`src/rtl/mod_148_4_5_data_sm.sv`:
```
// PLCA Data state machine: forwards MAC TX to the PHY, holds the MAC off with COL/CRS
// until a transmit opportunity arrives. Optional counters built under PLCA_DATA_STATS_EN.
module mod_148_4_5_data_sm #(
  parameter int DATA_W = 4
`ifdef PLCA_DATA_STATS_EN
  ,
  parameter int STAT_W = 16
`endif
) (
  input  logic              clk,
  input  logic              reset,
  input  logic              plca_en,
  input  logic              tx_op,
  input  logic              tx_en,
  input  logic              tx_er,
  input  logic [DATA_W-1:0] txd,
  input  logic              commit_timer_done,
  input  logic              pending_timer_done,
  output logic              start_commit_timer,
  output logic              start_pending_timer,
  output logic              tx_en_out,
  output logic              tx_er_out,
  output logic [DATA_W-1:0] txd_out,
  output logic              commit,
  output logic              col,
  output logic              crs,
  output logic              packet_pending,
  output logic [2:0]        state
`ifdef PLCA_DATA_STATS_EN
  ,
  output logic [STAT_W-1:0] stat_collisions,
  output logic [STAT_W-1:0] stat_aborts,
  output logic [STAT_W-1:0] stat_commits
`endif
);

  // state         | meaning
  // IDLE          | no frame from the MAC
  // TRANSMIT      | frame forwarded to the PHY
  // COLLIDE       | MAC sent without an opportunity; COL asserted until it backs off
  // DELAY_PENDING | single cycle that kicks the pending timer
  // PENDING       | waiting for an opportunity for the deferred frame
  // COMMIT        | medium held with COMMIT symbols; MAC released to retry
  // ABORT         | opportunity or commit window lost; back to IDLE
  typedef enum logic [2:0] {
    IDLE          = 3'd0,
    TRANSMIT      = 3'd1,
    COLLIDE       = 3'd2,
    DELAY_PENDING = 3'd3,
    PENDING       = 3'd4,
    COMMIT        = 3'd5,
    ABORT         = 3'd6
  } state_t;

  state_t state_q, state_d;

  always_ff @(posedge clk or posedge reset) begin
    if (reset) state_q <= IDLE;
    else       state_q <= state_d;
  end

  always_comb begin
    state_d             = state_q;
    col                 = 1'b0;
    crs                 = 1'b0;
    commit              = 1'b0;
    packet_pending      = 1'b0;
    start_pending_timer = 1'b0;
    start_commit_timer  = 1'b0;
    if (!plca_en) begin
      state_d = IDLE;
    end else begin
      case (state_q)
        IDLE: begin
          if (tx_en) state_d = tx_op ? TRANSMIT : COLLIDE;
        end
        TRANSMIT: begin
          crs = 1'b1;
          if (!tx_en) state_d = IDLE;
        end
        COLLIDE: begin
          col = 1'b1;
          crs = 1'b1;
          if (!tx_en) state_d = DELAY_PENDING;
        end
        DELAY_PENDING: begin
          crs                 = 1'b1;
          start_pending_timer = 1'b1;
          state_d             = PENDING;
        end
        PENDING: begin
          crs            = 1'b1;
          packet_pending = 1'b1;
          if (tx_op) begin
            start_commit_timer = 1'b1;
            state_d            = COMMIT;
          end else if (pending_timer_done) begin
            state_d = ABORT;
          end
        end
        COMMIT: begin
          commit         = 1'b1;
          packet_pending = 1'b1;
          if (tx_en)                  state_d = TRANSMIT;
          else if (commit_timer_done) state_d = ABORT;
        end
        ABORT:   state_d = IDLE;
        default: state_d = IDLE;
      endcase
    end
  end

  assign state = state_q;

  // Gating on the next state keeps the data path at exactly one cycle of latency,
  // so the first nibble of a frame is not lost while leaving IDLE or COMMIT.
  always_ff @(posedge clk or posedge reset) begin
    if (reset) begin
      tx_en_out <= 1'b0;
      tx_er_out <= 1'b0;
      txd_out   <= '0;
    end else if (!plca_en || state_d == TRANSMIT) begin
      tx_en_out <= tx_en;
      tx_er_out <= tx_er;
      txd_out   <= txd;
    end else if (state_d == COMMIT) begin
      tx_en_out <= 1'b0;
      tx_er_out <= 1'b1;
      txd_out   <= DATA_W'(4'b0011);
    end else begin
      tx_en_out <= 1'b0;
      tx_er_out <= 1'b0;
      txd_out   <= '0;
    end
  end

`ifdef PLCA_DATA_STATS_EN
  always_ff @(posedge clk or posedge reset) begin
    if (reset) begin
      stat_collisions <= '0;
      stat_aborts     <= '0;
      stat_commits    <= '0;
    end else begin
      if (state_q != COLLIDE && state_d == COLLIDE && stat_collisions != '1)
        stat_collisions <= stat_collisions + 1'b1;
      if (state_q != ABORT && state_d == ABORT && stat_aborts != '1)
        stat_aborts <= stat_aborts + 1'b1;
      if (state_q == COMMIT && state_d == TRANSMIT && stat_commits != '1)
        stat_commits <= stat_commits + 1'b1;
    end
  end
`endif

endmodule

```
`config.mk`:
```
export PLATFORM = sky130hd
export DESIGN_NAME = mod_148_4_5_data_sm
export DESIGN_NICKNAME = d
export VERILOG_FILES = /design/src/rtl/mod_148_4_5_data_sm.sv
export SDC_FILE = /design/constraint.sdc
export NUM_CORES = 1
export LEC_CHECK = 0
export BUFFER_PORTS_ARGS = -buffer_cell sky130_fd_sc_hd__clkbuf_2
export CAP_MARGIN = 20
export CORE_MARGIN = 1
export CORE_UTILIZATION = 38
export CTS_CLUSTER_SIZE = 30
export DETAILED_ROUTE_END_ITERATION = 8
export GPL_ROUTABILITY_DRIVEN = 0
export PLACE_DENSITY_LB_ADDON = 0.15
export SLEW_MARGIN = 10
export SYNTH_ARGS = -nofsm -noshare
export SYNTH_HDL_FRONTEND = slang
export SYNTH_SLANG_ARGS = --single-unit
```
`constraint.sdc`:
```
create_clock -name clk -period 1 [get_ports clk]
set_input_delay 0 -clock clk [delete_from_list [all_inputs] [get_ports clk]]
set_output_delay 0 -clock clk [all_outputs]
set_load 0.1 [all_outputs]
```
==> results.cfg, run 1 <==
[outcome]
status = stopped before the end
haltStage = 5_1_grt
error_line = [ERROR DPL-0038] Utilization greater than 100%, impossible to legalize

[synthesis]
synth_area_leaders = dfrtp_1 (43%), a21boi_0 (5.8%), buf_6 (4.3%)
synth_top_family_by_area = simple AND/OR/NAND/NOR gates
synth_cell_types = 27
yosys.area_share.xor_xnor = 0
syn_nets = 69
synth_area_sq_um = 522
ys_async_sr_fraction = 1.00
netlist_instances = 57
synth_top_area_frac = 0.432
synth_warnings = 0
yosysSeqAreaShare = 0.432
ys.flop_type = dfrtp_1
synth_compound_area_frac = 0.230
synth-adder-area-share = 0
yosysTopAreaCell = dfrtp_1
ys_seq_elements = 9
syn_avg_cell_area_sq_um = 9.15
yosys-mux-area-fraction = 0
synth-edff-count = 0
yosys.area_share.simple = 0.237

[die]
initial_utilization = 0.440
die_w_um = 39.1
dieHeight_um = 39.1
row_count = 12
pin_count = 27

[clock_network]
cts-root-buf = clkbuf_4
htreeDepth = 1
cts.sinks = 9
numCtsBuffers = 3
clock_path_buffers = 2

[sta]
worst-ep-kind = output port
grt-worst-endpoint = start_commit_timer

[place]
place_area_sq_um = 982
hpwl_um = 1320
io_buffers = 26

[global_routing]
grt_max_degree = 10
-- cells by family after synthesis --
family | Yosys count
AO/OA/AOI/OAI | 18
buffers and inverters | 8
flip-flops | 9
AND/OR/NAND/NOR | 22
-- through the flow --
stage,worst slack (ns),hold slack [ns],util,cells
floorplan,-0.902,-0.172,-,57
global placement,-0.176,-0.0481,0.828,104
detailed placement,-0.250,-0.0344,0.828,104
CTS,-0.493,0.0171,0.978,117
-- cells in the mapped netlist, types with 2 or more instances --
master / n
dfrtp_1: 9
nor2_1: 5
a21boi_0: 4
a21oi_1: 4
inv_1: 4
nand2_1: 4
buf_4: 2
buf_6: 2
nand3_1: 2
nand3b_1: 2
o21ai_0: 2
o21bai_1: 2
-- timing repair --
item,in CTS
gates cloned,0
hold buffers,4
gates resized for setup,21
setup endpoints to repair,18
buffers inserted,5
endpoints found under the hold margin,12
pin swaps,5
==> inputs of run 2 (changes only) <==
--- a/config.mk
+++ b/config.mk
@@ -7,10 +7,9 @@
 export LEC_CHECK = 0
 export BUFFER_PORTS_ARGS = -buffer_cell sky130_fd_sc_hd__clkbuf_2
 export CAP_MARGIN = 20
-export CORE_MARGIN = 1
-export CORE_UTILIZATION = 38
-export CTS_CLUSTER_SIZE = 30
+export CORE_AREA = 2 2 63 65
 export DETAILED_ROUTE_END_ITERATION = 8
+export DIE_AREA = 0 0 65 67
 export GPL_ROUTABILITY_DRIVEN = 0
 export PLACE_DENSITY_LB_ADDON = 0.15
 export SLEW_MARGIN = 10
==> constraint.sdc (replaced) <==
create_clock -name clk -period 1.3 [get_ports clk]
set_input_delay 0 -clock clk [delete_from_list [all_inputs] [get_ports clk]]
set_output_delay 0 -clock clk [all_outputs]
set_load 0.1 [all_outputs]
==> results.cfg, run 2 <==
[drt]
via_count = 586
drt_iter0_markers = 5
drc = 0
firstDrtPassIters = 2
final_antenna_net_count = 0
wl_um = 1670
via_per_inst = 3.91
wl_per_cell_um = 11.1

[worst_setup_path]
crit_type = flop to output pin
worstPathArrival_ns = 1.47
cp.required_ns = 1.30
end_kind = output pin
r2r_start = state[0]
r2r-end = txd_out[1]
critPathLaunchType = flop
worstRegToRegCells = 5
cp_max_fo = 5
reg2reg_slack_ns = 0.02

[sta]
setup_violations = 6
min_period_ns = 1.47
fmax_mhz = 682
min_period_over_period = 1.13
setup_slack_ns = -0.166
tightest_slew_ns = 0.551
rsz0062_at_grt = yes
slew-limit-headroom = 0.634
finClkSkew_ns = 0.00135
timing.final.max_slew_violations = 0
hold_violations = 0

[finish]
postLayoutCellArea_sq_um = 1060
max_flop_register = txd_out
area_growth_pct = 104
diodes = 0
largest_register_ffs = 4
fillCellCount = 378
nets = 115
seq_area_sq_um = 236
multi_input_area_sq_um = 295
drive_above_1_share = 0.627
final_cell_mix = clkbuf_2 (17), buf_4 (17), buf_12 (8)

[synthesis]
synth_cell_types = 27
netlist_instances = 57
ys.flop_type = dfrtp_1
syn_nets = 69
yosysTopAreaCell = dfrtp_1
synth_area_sq_um = 522
ys_async_sr_fraction = 1.00
yosysSeqAreaShare = 0.432
synth_top_cells_by_count = dfrtp_1 (9), nor2_1 (5)
synth_warnings = 0
yosysMostFrequentCell = dfrtp_1
synth-edff-count = 0
ys_seq_elements = 9
synth_top_area_frac = 0.432
synth_area_leaders = dfrtp_1 (43%), a21boi_0 (5.8%), buf_6 (4.3%)
syn_avg_cell_area_sq_um = 9.15

[outcome]
status = complete, but fails checks
violations = setup timing

[power]
ir_drop_v = 0.000261
finalPower_w = 0.00109
power_per_cell_area_nw_per_um2 = 1030
power.leakage_nw = 0.487

[hold_path]
hold_start = txd[2]
hold-path-cell-count = 2
hold_end = txd_out[2]
hold_path.class = input port to flop

[die]
die_w_um = 65
row_count = 22
dieHeight_um = 67
pin_count = 27
coreArea_sq_um = 3610
die-area_sq_um = 4360
initial_utilization = 0.145

[global_routing]
grt_pass1_wl_um = 2860
grt_overflow = 0
track_usage = 0.0864
grt_max_degree = 12
grt_antenna_before_repair = 0
grt_pass1_vias = 615

[clock_network]
numCtsBuffers = 3
cts_tree = built
cts-root-buf = clkbuf_8
cts.sinks = 9
path_clk_slew_ns = 0.05
clock_path_buffers = 2
htreeDepth = 1
clk_latency_ns = 0.23

[place]
place_area_sq_um = 843
io_buffers = 26
dpl_worst_slack_ns = 0.0400
hpwl_um = 1160

[job]
max_cap_violations = 0
-- run 2: cell counts after synthesis --
No cell type changed its count.
-- run 2: stage by stage --
step                      hold slack, ns   util  setup TNS [ns]  cells
after floorplan                   -0.172      -           -2.90     57
after global placement           -0.0258  0.234               0    130
after detailed placement         -0.0252  0.234               0    130
after CTS                        0.00272  0.280          -0.681    146
after global routing             0.00934  0.295           -1.14    150
final                            0.00227  0.295          -0.751    150
-- run 2: cell families after synthesis --
group,Yosys count,synth area share
AND/OR/NAND/NOR,22,0.237
AO/OA/AOI/OAI,18,0.230
flip-flops,9,0.432
buffers and inverters,8,0.101
-- run 2: report_power, final --
group / internal (W) / switching [W] / total [W]
registers: 0.000306 / 0.0000139 / 0.000320
clock network: 0.000214 / 0.000115 / 0.000330
logic: 0.000145 / 0.000295 / 0.000440
total: 0.000665 / 0.000424 / 0.00109
-- run 2: per-layer routing --
layer / global-route usage / vias up / routed length, um
li1: - / 288 / -
met1: 0.0995 / 272 / 684
met2: 0.155 / 22 / 825
met3: 0.0152 / 4 / 129
met4: 0.0399 / 0 / 28
met5: 0 / - / 0
-- run 2: what timing repair did --
action / in CTS / in global routing
hold buffers: 2 / 0
setup endpoints to repair: 6 / 12
buffers inserted: 10 / 4
resized for setup: 4 / 9
pin swaps: 2 / 2
endpoints found under the hold margin: 10 / 0
-- run 2: final cells by class --
type                            count  share of cell area
Sequential cell                     9               0.223
Timing Repair Buffer               45               0.380
Clock buffer                        4              0.0424
Multi-Input combinational cell     40               0.278
Tap cell                           48              0.0565
Inverter                            4              0.0200
-- run 2: how the worst max path moves through the flow --
stage                  start            endpoint  slack, ns  depth (start not counted)
floorplan           state[1]  start_commit_timer      -0.60                          4
global placement    state[1]  start_commit_timer       0.05                          4
detailed placement  state[1]  start_commit_timer       0.04                          4
CTS                 state[1]  start_commit_timer      -0.18                          4
global route        state[1]  start_commit_timer      -0.22                          4
finish              state[1]              commit      -0.17                          4
-- run 2: worst max-delay path, cell delays in order (launching register included) --
cell and delay, ns:
dfrtp_4 0.49, and2b_2 0.26, buf_4 0.12, and3_4 0.18, buf_12 0.17
(Power assumes the default switching activity.)
==> inputs of run 3 (changes only) <==
==> constraint.sdc (replaced) <==
create_clock -name clk -period 1.3 [get_ports clk]
set_input_delay 0 -clock clk [delete_from_list [all_inputs] [get_ports clk]]
set_output_delay 0 -clock clk [all_outputs]
set_load 0.005 [all_outputs]
==> results.cfg, run 3 (synthesized netlist as in run 2, its figures left out) <==
[outcome]
status = finished clean

[sta]
setup-tns-final_ns = 0
hold_violations = 0
slew-limit-headroom = 0.746
tightest_slew_ns = 0.381
timing.final.max_slew_violations = 0
min_period_over_period = 0.993
finClkSkew_ns = 0.00198
setup_violations = 0
rsz0062_at_grt = yes
fmax_mhz = 775
min_period_ns = 1.29
whs_ns = 0.0400

[global_routing]
grt_overflow = 0
grt_max_degree = 12
grt_antenna_before_repair = 0
grt_pass1_wl_um = 2410
track_usage = 0.0771
grt_pass1_vias = 487

[drt]
via_count = 526
via_per_inst = 3.70
final_antenna_net_count = 0
wl_um = 1610
drt_iter0_markers = 20
firstDrtPassIters = 3
wl_per_cell_um = 11.3
drc = 0

[finish]
largest_register_ffs = 4
postLayoutCellArea_sq_um = 836
diodes = 0
nets = 107
final_common_cell = clkbuf_2
final_cell_mix = clkbuf_2 (24), buf_4 (8), dfrtp_1 (6)
drive_above_1_share = 0.500
max_flop_register = txd_out
area_growth_pct = 60.2

[clock_network]
path_clk_slew_ns = 0.05
numCtsBuffers = 3
cts_tree = built
htreeDepth = 1
clock_path_buffers = 2
cts.sinks = 9
clk_latency_ns = 0.23
cts-root-buf = clkbuf_8

[die]
row_count = 22
initial_utilization = 0.145
die_w_um = 65
dieHeight_um = 67
die-area_sq_um = 4360
pin_count = 27
coreArea_sq_um = 3610

[place]
place_area_sq_um = 689
hpwl_um = 1170
io_buffers = 26

[worst_setup_path]
end_kind = output pin
crit_type = flop to output pin
cp_max_fo = 5
cp.required_ns = 1.30
worstPathArrival_ns = 1.29
critPathLaunchType = flop

[hold_path]
hold_path.class = input port to flop

[power]
power.leakage_nw = 0.432
ir_drop_v = 0.000241
power_per_cell_area_nw_per_um2 = 977

[job]
max_cap_violations = 0
[run 3: worst paths after layout]
| check | startpoint | to | slack, ns | cells past startpoint |
|---|---|---|---|---|
| max | state[0] | crs | 0.009 | 3 |
| min | txd[0] | txd_out[0] | 0.04 | 3 |
| max reg2reg | state[1] | txd_out[1] | 0.15 | 4 |
| min reg2reg | state[1] | state[1] | 0.70 | 3 |
| max in group asynchronous | reset | state[1] | 0.74 | 3 |
| min in group asynchronous | reset | txd_out[3] | 0.27 | 3 |
[run 3: layer usage]
metal	share of wire	track usage	up-vias
li1	-	-	271
met1	0.46	0.0914	234
met2	0.46	0.122	19
met3	0.064	0.0169	2
met4	0.012	0.0559	0
met5	0	0	-
[run 3: stage by stage]
step / power [W] / instances / utilization / setup slack [ns]
floorplan: 0.000400 / 57 / - / 0.236
global placement: 0.000457 / 129 / 0.191 / 0.0945
detailed placement: 0.000458 / 129 / 0.191 / 0.0962
CTS: 0.000820 / 141 / 0.224 / 0.00132
global route: 0.000866 / 142 / 0.232 / -0.0523
finish: 0.000817 / 142 / 0.232 / 0.00904
[run 3: power by group]
group / switching (W) / internal [W] / total, W / leakage, nW
Combinational: 0.0000828 / 0.0000863 / 0.000169 / 0.297
Sequential: 0.0000103 / 0.000303 / 0.000313 / 0.112
Clock: 0.000120 / 0.000215 / 0.000335 / 0.0228
[run 3: worst max-delay path, cell delays in order, from the launching register on]
cell	delay (ns)
dfrtp_2	0.42
or3_1	0.36
and3_1	0.16
buf_2	0.12
[run 3: cell type report]
type,instances,area (sq um)
multi-input cells,40,267
clock buffers,4,45.0
fillers,417,2770
inverters,4,15.0
flip-flops and latches,9,229
repair buffers,37,220
well taps,48,60.1
[run 3: repair_timing]
| item | CTS | global route |
|---|---|---|
| setup buffers | 5 | 1 |
| gates resized for setup | 3 | 8 |
| endpoints found under the hold margin | 11 | 0 |
| pin swaps | 0 | 3 |
| hold buffers | 3 | 0 |
| setup endpoints to repair | 5 | 3 |
==> inputs of run 4 (changes only) <==
--- a/config.mk
+++ b/config.mk
@@ -5,13 +5,14 @@
 export SDC_FILE = /design/constraint.sdc
 export NUM_CORES = 1
 export LEC_CHECK = 0
-export BUFFER_PORTS_ARGS = -buffer_cell sky130_fd_sc_hd__clkbuf_2
+export BUFFER_PORTS_ARGS = -buffer_cell sky130_fd_sc_hd__buf_4
 export CAP_MARGIN = 20
 export CORE_AREA = 2 2 63 65
 export DETAILED_ROUTE_END_ITERATION = 8
 export DIE_AREA = 0 0 65 67
 export GPL_ROUTABILITY_DRIVEN = 0
 export PLACE_DENSITY_LB_ADDON = 0.15
+export SKIP_CTS_REPAIR_TIMING = 1
 export SLEW_MARGIN = 10
 export SYNTH_ARGS = -nofsm -noshare
 export SYNTH_HDL_FRONTEND = slang
==> results.cfg, run 4 (synthesized netlist as in run 2, its figures left out) <==
[outcome]
status = complete, but fails checks
violations = setup timing

[finish]
final_common_cell = buf_4
seq_area_sq_um = 229
final_cell_mix = buf_4 (33), dfrtp_1 (6), nor2_1 (5)
multi_input_area_sq_um = 268
postLayoutCellArea_sq_um = 875
largest_register_ffs = 4
fillCellCount = 401
diodes = 0
drive_above_1_share = 0.495
area_growth_pct = 67.6
max_flop_register = txd_out
nets = 104

[sta]
slew-limit-headroom = 0.755
min_period_ns = 1.35
finClkSkew_ns = 0.00103
timing.final.max_slew_violations = 0
setup_violations = 2
rsz0062_at_grt = yes
tightest_slew_ns = 0.368
setup_slack_ns = -0.0503
hold_violations = 0
min_period_over_period = 1.04
fmax_mhz = 741

[global_routing]
grt_overflow = 0
grt_max_degree = 17
grt_pass1_wl_um = 2460
track_usage = 0.0807
grt_pass1_vias = 510
grt_antenna_before_repair = 0

[drt]
wl_um = 1620
final_antenna_net_count = 0
via_count = 523
via_per_inst = 3.76
firstDrtPassIters = 4
wl_per_cell_um = 11.6
drc = 0
drt_iter0_markers = 6

[die]
row_count = 22
initial_utilization = 0.145
die_w_um = 65
pin_count = 27
coreArea_sq_um = 3610
die-area_sq_um = 4360
dieHeight_um = 67

[place]
place_area_sq_um = 747
hpwl_um = 1160
dpl_worst_slack_ns = 0.0462
io_buffers = 26

[worst_setup_path]
critPathLaunchType = flop
end_kind = output pin
crit_type = flop to output pin
cp.required_ns = 1.30
worstPathArrival_ns = 1.35
cp_max_fo = 7

[power]
ir_drop_v = 0.000216
power_per_cell_area_nw_per_um2 = 951
power.leakage_nw = 0.432

[clock_network]
numCtsBuffers = 3
path_clk_slew_ns = 0.05
cts.sinks = 9
cts-root-buf = clkbuf_8
cts_tree = built
htreeDepth = 1
clock_path_buffers = 2
clk_latency_ns = 0.23

[hold_path]
hold_path.class = input port to flop

[job]
max_cap_violations = 0
## run 4: changes by cell type in the layout (fill, tap and decap cells not counted)
cell,before,now
clkbuf_2,24,0
dlygate4sd3_1,3,1
nor2_1,4,5
nor2_2,1,0
and3_4,0,1
buf_2,2,0
and3_2,1,0
buf_4,8,33
## run 4: cell type report
class,count,area share
Clock buffer,4,0.0515
Tap cell,48,0.0687
Inverter,4,0.0172
Sequential cell,9,0.262
Multi-Input combinational cell,40,0.306
Timing Repair Buffer,34,0.295
## run 4: through the flow
stage	instances	total power, W	TNS (ns)	hold WS (ns)	utilization
5_1_grt	139	0.000887	-0.216	0.0131	0.243
6_report	139	0.000831	-0.0815	0.0179	0.243
4_1_cts	132	0.000824	-0.335	-0.249	0.220
3_3_place_gp	128	0.000481	0	0.00325	0.207
2_1_floorplan	57	0.000400	0	-0.172	-
3_5_place_dp	128	0.000482	0	0.00645	0.207
## run 4: report_power, final
group / switching, W / total, W / internal, W / leakage (nW)
clock network: 0.000114 / 0.000328 / 0.000214 / 0.0228
registers: 0.0000125 / 0.000316 / 0.000303 / 0.112
logic: 0.0000812 / 0.000188 / 0.000107 / 0.298
total: 0.000208 / 0.000831 / 0.000624 / 0.432
## run 4: worst max-delay path, cell delays in order (launching register included)
cell and delay (ns):
dfrtp_2 0.44, and2b_2 0.28, nand2_4 0.07, nor3_4 0.19
buf_4 0.14
## run 4: worst paths after layout
kind                          start  slack, ns            endpoint  cells past startpoint
max                        state[1]      -0.05  start_commit_timer                      4
min                           tx_en       0.02            state[0]                      2
max reg2reg                state[0]       0.09          txd_out[3]                      4
min reg2reg                state[0]       0.60            state[1]                      3
max in group asynchronous     reset       0.72            state[2]                      3
min in group asynchronous     reset       0.30          txd_out[1]                      3
## run 4: per-layer routing
layer | GRT usage | share of wire | routed length (um)
met2 | 0.112 | 0.41 | 671
met5 | 0 | 0 | 0
met4 | 0.0638 | 0.027 | 44
met1 | 0.0975 | 0.47 | 760
met3 | 0.0321 | 0.088 | 143
